==> src/rtl/super_i3_bch_outer_encoder_pkg.sv <==
//==============================================================================
// Module   : super_i3_bch_outer_encoder_pkg
// Function : Shared types and constants for the I.3 outer BCH(3860,3824) encoder.
// Revision : 1.0 - initial release
//==============================================================================
`default_nettype none

package super_i3_bch_outer_encoder_pkg;

    localparam int cM           = 12;
    localparam logic [12:0] cIRRPOL = 13'h1053;   // x^12 + x^6 + x^4 + x + 1
    localparam int cT           = 3;
    localparam int cN           = 3860;
    localparam int cK           = 3824;
    localparam int cPAR_W       = cN - cK;
    localparam int cINFO_WORDS  = 239;
    localparam int cFRAME_WORDS = cINFO_WORDS + 3;

    typedef logic [15:0]       dat_t;
    typedef logic [cPAR_W-1:0] rem_t;

    typedef enum logic [1:0] {
        IDLE   = 2'd0,
        DATA   = 2'd1,
        PARITY = 2'd2
    } state_t;

    function automatic logic [cM-1:0] gf_mul(input logic [cM-1:0] a, input logic [cM-1:0] b);
        logic [cM-1:0] r;
        r = '0;
        for (int i = cM - 1; i >= 0; i--) begin
            r = {r[cM-2:0], 1'b0} ^ (r[cM-1] ? cIRRPOL[cM-1:0] : '0);
            if (b[i]) r = r ^ a;
        end
        return r;
    endfunction

    // Generator = product of (x + beta) over the conjugates of alpha, alpha^3, alpha^5
    function automatic logic [cPAR_W:0] gen_poly();
        logic [cM-1:0]     c [0:cPAR_W];
        logic [cM-1:0]     beta;
        logic [cPAR_W:0]   g;
        for (int j = 0; j <= cPAR_W; j++) c[j] = '0;
        c[0] = 1;
        for (int s = 0; s < cT; s++) begin
            beta = 2;
            for (int e = 0; e < 2 * s; e++) beta = gf_mul(beta, 2);
            for (int k = 0; k < cM; k++) begin
                for (int j = cPAR_W; j > 0; j--) c[j] = c[j-1] ^ gf_mul(c[j], beta);
                c[0] = gf_mul(c[0], beta);
                beta = gf_mul(beta, beta);
            end
        end
        for (int j = 0; j <= cPAR_W; j++) g[j] = c[j][0];
        return g;
    endfunction

    localparam logic [cPAR_W:0] cGEN_POLY = gen_poly();

endpackage

`default_nettype wire

==> src/rtl/super_i3_bch_outer_encoder_if.sv <==
//==============================================================================
// Module   : super_i3_bch_outer_encoder_if
// Function : Information-in / codeword-out stream bundle of the outer encoder.
// Revision : 1.0 - initial release
//==============================================================================
`default_nettype none

interface super_i3_bch_outer_encoder_if #(
    parameter int pENC_NUM = 8,
    parameter int pDAT_W   = 16
);
    logic                             isop;
    logic                             ival;
    logic                             ieop;
    logic [pENC_NUM-1:0][pDAT_W-1:0]  idat;
    logic                             ordy;
    logic                             oval;
    logic                             osop;
    logic                             oeop;
    logic [pENC_NUM-1:0][pDAT_W-1:0]  odat;
    logic                             oframe_err;

    modport master (
        output isop, ival, ieop, idat,
        input  ordy, oval, osop, oeop, odat, oframe_err
    );

    modport slave (
        input  isop, ival, ieop, idat,
        output ordy, oval, osop, oeop, odat, oframe_err
    );
endinterface

`default_nettype wire

==> src/rtl/super_i3_bch_outer_enc_lfsr.sv <==
//==============================================================================
// Module   : super_i3_bch_outer_enc_lfsr
// Function : One lane's 16-bit-parallel BCH remainder update (MSB first in time).
// Revision : 1.0 - initial release
//==============================================================================
`default_nettype none

module super_i3_bch_outer_enc_lfsr
    import super_i3_bch_outer_encoder_pkg::*;
(
    input  rem_t irem,
    input  dat_t idat,
    output rem_t orem
);
    rem_t w_rem;
    logic w_fb;

    always_comb begin
        w_rem = irem;
        w_fb  = 1'b0;
        for (int b = 15; b >= 0; b--) begin
            w_fb  = w_rem[cPAR_W-1] ^ idat[b];
            w_rem = {w_rem[cPAR_W-2:0], 1'b0} ^ ({cPAR_W{w_fb}} & cGEN_POLY[cPAR_W-1:0]);
        end
    end

    assign orem = w_rem;
endmodule

`default_nettype wire

==> src/rtl/super_i3_bch_outer_encoder.sv <==
//==============================================================================
// Module   : super_i3_bch_outer_encoder
// Function : pENC_NUM-lane systematic BCH(3860,3824) encoder, 239 in / 242 out words.
//            Optional frame-length check: SUPER_I3_BCH_OUTER_ENC_LEN_CHECK_EN.
// Revision : 1.0 - initial release
//==============================================================================
`default_nettype none

module super_i3_bch_outer_encoder
    import super_i3_bch_outer_encoder_pkg::*;
#(
    parameter int pENC_NUM = 8,
    parameter int pDAT_W   = 16
) (
    input  logic                        iclk,
    input  logic                        ireset,
    input  logic                        iclkena,
    super_i3_bch_outer_encoder_if.slave bus
);
    localparam logic [1:0] cPAR_LAST = 2'(cFRAME_WORDS - cINFO_WORDS - 1);

    state_t     r_state;
    state_t     w_state_nxt;
    logic [1:0] r_pcnt;
    logic       r_ordy;
    logic       r_oval;
    logic       r_osop;
    logic       r_oeop;
    logic       w_take;
    logic       w_in_par;
    logic       w_par_last;

    // In IDLE only a start-of-frame word is taken; anything else is dropped
    assign w_take     = bus.ival & r_ordy & (bus.isop | (r_state == DATA));
    assign w_in_par   = (r_state == PARITY);
    assign w_par_last = w_in_par & (r_pcnt == cPAR_LAST);

    always_ff @(posedge iclk or posedge ireset) begin
        if (ireset)       r_state <= IDLE;
        else if (iclkena) r_state <= w_state_nxt;
    end

    always_comb begin
        w_state_nxt = r_state;
        case (r_state)
            IDLE, DATA: if (w_take) w_state_nxt = bus.ieop ? PARITY : DATA;
            PARITY:     if (r_pcnt == cPAR_LAST) w_state_nxt = IDLE;
            default:    w_state_nxt = IDLE;
        endcase
    end

    always_ff @(posedge iclk or posedge ireset) begin
        if (ireset) begin
            r_pcnt <= '0;
            r_ordy <= 1'b1;
            r_oval <= 1'b0;
            r_osop <= 1'b0;
            r_oeop <= 1'b0;
        end else if (iclkena) begin
            r_pcnt <= w_in_par ? r_pcnt + 2'd1 : 2'd0;
            r_ordy <= (w_state_nxt != PARITY);
            r_oval <= w_take | w_in_par;
            r_osop <= w_take & bus.isop;
            r_oeop <= w_par_last;
        end
    end

    assign bus.ordy = r_ordy;
    assign bus.oval = r_oval;
    assign bus.osop = r_osop;
    assign bus.oeop = r_oeop;

    for (genvar i = 0; i < pENC_NUM; i++) begin : g_lane
        rem_t              r_rem;
        rem_t              w_base;
        rem_t              w_step;
        logic [pDAT_W-1:0] r_odat;
        logic [pDAT_W-1:0] w_odat_nxt;

        assign w_base = bus.isop ? '0 : r_rem;

        super_i3_bch_outer_enc_lfsr u_lfsr (
            .irem (w_base),
            .idat (bus.idat[i]),
            .orem (w_step)
        );

        always_comb begin
            w_odat_nxt = '0;
            if (w_in_par) begin
                case (r_pcnt)
                    2'd0:    w_odat_nxt = r_rem[35:20];
                    2'd1:    w_odat_nxt = r_rem[19:4];
                    default: w_odat_nxt = {12'h000, r_rem[3:0]};
                endcase
            end else if (w_take) begin
                w_odat_nxt = bus.idat[i];
            end
        end

        always_ff @(posedge iclk or posedge ireset) begin
            if (ireset) begin
                r_rem  <= '0;
                r_odat <= '0;
            end else if (iclkena) begin
                if (w_take) r_rem <= w_step;
                r_odat <= w_odat_nxt;
            end
        end

        assign bus.odat[i] = r_odat;
    end

`ifdef SUPER_I3_BCH_OUTER_ENC_LEN_CHECK_EN
    localparam logic [7:0] cLAST_IDX = 8'(cINFO_WORDS - 1);

    logic [7:0] r_wcnt;
    logic [7:0] w_idx;
    logic       r_len_bad;
    logic       r_oerr;

    // Saturating index of the word being taken, so long frames never alias to a good length
    always_comb begin
        w_idx = 8'd0;
        if (!bus.isop) w_idx = (r_wcnt == 8'hFF) ? 8'hFF : r_wcnt + 8'd1;
    end

    always_ff @(posedge iclk or posedge ireset) begin
        if (ireset) begin
            r_wcnt    <= '0;
            r_len_bad <= 1'b0;
            r_oerr    <= 1'b0;
        end else if (iclkena) begin
            if (w_take)            r_wcnt    <= w_idx;
            if (w_take & bus.ieop) r_len_bad <= (w_idx != cLAST_IDX);
            r_oerr <= (w_take & bus.isop & (r_state == DATA)) | (w_par_last & r_len_bad);
        end
    end

    assign bus.oframe_err = r_oerr;
`else
    assign bus.oframe_err = 1'b0;
`endif

endmodule

`default_nettype wire

==> src/flat_wrapper.sv <==
// flat-port wrapper written by rule: the top's interface ports become plain ports
module super_i3_bch_outer_encoder_flat import super_i3_bch_outer_encoder_pkg::*;
#(
    parameter int pENC_NUM = 8,
    parameter int pDAT_W   = 16
)
  (iclk, ireset, iclkena, bus_isop, bus_ival, bus_ieop, bus_idat, bus_ordy, bus_oval, bus_osop, bus_oeop, bus_odat, bus_oframe_err);
  super_i3_bch_outer_encoder_if #(.pENC_NUM(pENC_NUM), .pDAT_W(pDAT_W)) bus_i ();
  input  logic iclk;
  input  logic ireset;
  input  logic iclkena;
  input wire logic [$bits(bus_i.isop)-1:0] bus_isop;
  input wire logic [$bits(bus_i.ival)-1:0] bus_ival;
  input wire logic [$bits(bus_i.ieop)-1:0] bus_ieop;
  input wire logic [$bits(bus_i.idat)-1:0] bus_idat;
  output wire logic [$bits(bus_i.ordy)-1:0] bus_ordy;
  output wire logic [$bits(bus_i.oval)-1:0] bus_oval;
  output wire logic [$bits(bus_i.osop)-1:0] bus_osop;
  output wire logic [$bits(bus_i.oeop)-1:0] bus_oeop;
  output wire logic [$bits(bus_i.odat)-1:0] bus_odat;
  output wire logic [$bits(bus_i.oframe_err)-1:0] bus_oframe_err;
  assign bus_i.isop = bus_isop;
  assign bus_i.ival = bus_ival;
  assign bus_i.ieop = bus_ieop;
  assign bus_i.idat = bus_idat;
  assign bus_ordy = bus_i.ordy;
  assign bus_oval = bus_i.oval;
  assign bus_osop = bus_i.osop;
  assign bus_oeop = bus_i.oeop;
  assign bus_odat = bus_i.odat;
  assign bus_oframe_err = bus_i.oframe_err;
  super_i3_bch_outer_encoder #(.pENC_NUM(pENC_NUM), .pDAT_W(pDAT_W)) u_core (.iclk(iclk), .ireset(ireset), .iclkena(iclkena), .bus(bus_i));
endmodule
==> config.mk <==
export PLATFORM = sky130hd
export DESIGN_NAME = super_i3_bch_outer_encoder_flat
export DESIGN_NICKNAME = d
export VERILOG_FILES = /design/src/rtl/super_i3_bch_outer_encoder_pkg.sv /design/src/rtl/super_i3_bch_outer_encoder_if.sv /design/src/rtl/super_i3_bch_outer_enc_lfsr.sv /design/src/rtl/super_i3_bch_outer_encoder.sv /design/src/flat_wrapper.sv
export SDC_FILE = /design/constraint.sdc
export NUM_CORES = 2
export LEC_CHECK = 0
export CORE_AREA = 8 8 304 276
export DETAILED_ROUTE_END_ITERATION = 7
export DIE_AREA = 0 0 312 284
export GPL_ROUTABILITY_DRIVEN = 0
export GPL_TIMING_DRIVEN = 0
export HOLD_SLACK_MARGIN = 0.03
export PLACE_DENSITY = 0.74
export SYNTH_ARGS = -nofsm -noshare
export SYNTH_HDL_FRONTEND = slang
export SYNTH_SLANG_ARGS = --single-unit
==> constraint.sdc <==
create_clock -name iclk -period 19.31 [get_ports iclk]
set_clock_uncertainty 0.1 [all_clocks]
set_input_delay 1.931 -clock iclk [delete_from_list [all_inputs] [get_ports iclk]]
set_output_delay 1.931 -clock iclk [all_outputs]
set_load 0.01 [all_outputs]
==> metrics <==
hold_ws 0.388 ns; Final WS setup 11.35 ns; post-route clock period utilization 41.2%; initial antenna violation count 11; GRT overflow 0; vias post-DR 30200; pre-CTS WS 11.12 ns; Netlist Area Pre-Place 35000 sq um; Max Clock Freq 0.126 GHz; number of global-route vias before repair 29300; Post-synth EDFFs 0; Layout area overhead 16.1%; Clock Tree Buf Depth 3; Synth top area share 30.2%; Total Routing Usage GR 29.2%; CTS H-tree depth 2; most frequent cells in the layout 993 x xnor2_1, 423 x dfrtp_1, 407 x nor2_1; ANT nets after route 0; DRC 0; Critical Path RT 19.68 ns; Worst slew margin 1.17%; min cycle time layout 7.96 ns; PortBufs 228; Clk Latency, worst-skew pair 0.63 ns; CTS tree yes; worst min path class flop to flop; Yosys cell types 42; largest net degree at the start of global routing 108; DIE WIDTH 312 um; status completed; top post-synthesis cells by area dfrtp_1 30%, xnor2_1 25%, xnor3_1 6.0%; measured slew at the worst slew-check pin 1.48 ns; Num Clock Sinks 424; final WL 135000 um; cell taking the most area after synthesis dfrtp_1; Final HPWL DP 97800 um; Initial DRC Count 3748; Synthesized Nets 3924; Seq cells post-synth 424; DR pass1 iterations 6; Chip Height 284 um; global-route wire length before repair 197000 um; Syn. warnings 0; Startpoint Class input pin; ys async rst share 100%; commonest non-fill, non-tap cell in the layout xnor2_1; TritonCTS buffer count 51; Layout fillers 7131; hold buffer count at cts 0; CORE AREA 78700 sq um; crit-path max FO 11; I/O pin count 267; Finish-stage setup viols 0; maxcap violations 0; Primary FF master, synth dfrtp_1; Crit Path Class input pin to flop; row count 98; Post-Syn Instances 3787; layout cells sized above 1 7.37%; vias per cell 5.83; Crit path arrival time 8.33 ns; postcts setup bufs 0; WL/cell 26.1 um; Initial Util 44.5%; RSZ-0062 raised after global routing no; Final Hold Vio Count 0; Post-CTS Resized 0; Clock Root Buffer clkbuf_16; CP endpoint kind flop; final slew viol count 0; CTS clock-pin slew for the worst setup and hold paths 0.06 ns; nets 4210; Seq/Total Area, Yosys 30.3%; Avg Inst Size Synth 9.25 sq um; die footprint 88600 sq um
## sequential cells by signal (all words and copies together), names as in the netlist
signal	cells
u_core.bus.osop	1
u_core.bus.ordy	1
u_core.g_lane.r_odat	128
u_core.bus.oeop	1
u_core.g_lane.r_rem	288
u_core.bus.oval	1
u_core.r_pcnt	2
u_core.r_state	2
## cells in the mapped netlist, types with 23 or more instances
cell type / number
xnor2_1: 993
dfrtp_1: 423
nor2_1: 407
nand2_1: 363
o21ai_0: 242
xor2_1: 227
clkbuf_1: 188
a21oi_1: 162
a31oi_1: 129
a22oi_1: 128
nor2b_1: 97
xnor3_1: 93
xnor2_2: 77
buf_2: 55
nand2b_1: 46
o21ai_1: 23
## layer usage
metal	up-vias	global-route usage (%)	routed length, um
met1	14700	38.5	51700
met5	-	0	65
met4	8	14.8	7500
li1	12900	-	-
met2	2137	42.4	57000
met3	423	10.0	18600
## final timing paths
kind / start / endpoint / slack, ns / depth (start not counted)
worst max-delay path: bus_isop / u_core.g_lane[3].r_rem[25]$_DFFE_PP0P_ / 11.35 / 16
worst min-delay path: u_core.bus.ordy$_DFFE_PP1P_ / u_core.bus.ordy$_DFFE_PP1P_ / 0.39 / 2
worst max register to register: u_core.g_lane[7].r_rem[35]$_DFFE_PP0P_ / u_core.g_lane[7].r_rem[17]$_DFFE_PP0P_ / 15.37 / 9
worst min register to register: u_core.bus.ordy$_DFFE_PP1P_ / u_core.bus.ordy$_DFFE_PP1P_ / 0.39 / 2
max in group asynchronous: ireset / u_core.g_lane[0].r_rem[26]$_DFFE_PP0P_ / 15.76 / 5
min in group asynchronous: ireset / u_core.g_lane[4].r_odat[10]$_DFFE_PP0P_ / 1.64 / 2
## logic make-up after synthesis
logic type | after synthesis | synth area share (%)
AOI/OAI and AO/OA | 691 | 11.3
xor gates and xnor gates | 1439 | 43.3
adders and majority gates | 3 | 0.107
buffers and inverters | 292 | 3.67
DFF | 424 | 30.3
muxes | 5 | 0.161
other | 1 | 0.0107
and+or+nand+nor | 932 | 11.2
## stage by stage
| stage | util [%] | area, sq um | instances | TNS [ns] |
|---|---|---|---|---|
| after floorplan | - | 35000 | 3787 | 0 |
| after global placement | 49.1 | 38600 | 5065 | -188.52 |
| after detailed placement | 49.3 | 38800 | 5070 | 0 |
| after CTS | 51.6 | 40600 | 5164 | 0 |
| after global routing | 51.6 | 40700 | 5166 | 0 |
| final | 51.7 | 40700 | 5173 | 0 |
## critical path: stages
cell and delay (ns):
clkdlybuf4s50_1 1.29, buf_6 0.34, buf_6 0.27, buf_6 0.26, buf_6 0.31, buf_6 0.29, buf_4 0.35, buf_6 0.31
buf_2 0.57, buf_2 0.55, clkbuf_1 0.92, nor2_1 0.15, xor2_1 0.20, xnor2_1 0.15, xnor2_1 0.26, o21ai_0 0.12
## final cells by class
class	count	area, sq um	share of cell area, %
flip-flops and latches	424	10600	26.1
clock buffers	73	1550	3.81
multi-input cells	3071	23100	56.9
clock inverters	21	318	0.781
diodes	9	22.5	0.0554
well taps	1050	1310	3.23
inverters	9	41.3	0.102
plain buffers	283	1260	3.09
repair buffers	233	2420	5.95
Power is not shown: default switching activity piles up to over one toggle a cycle in this logic, so the estimate is an artifact.
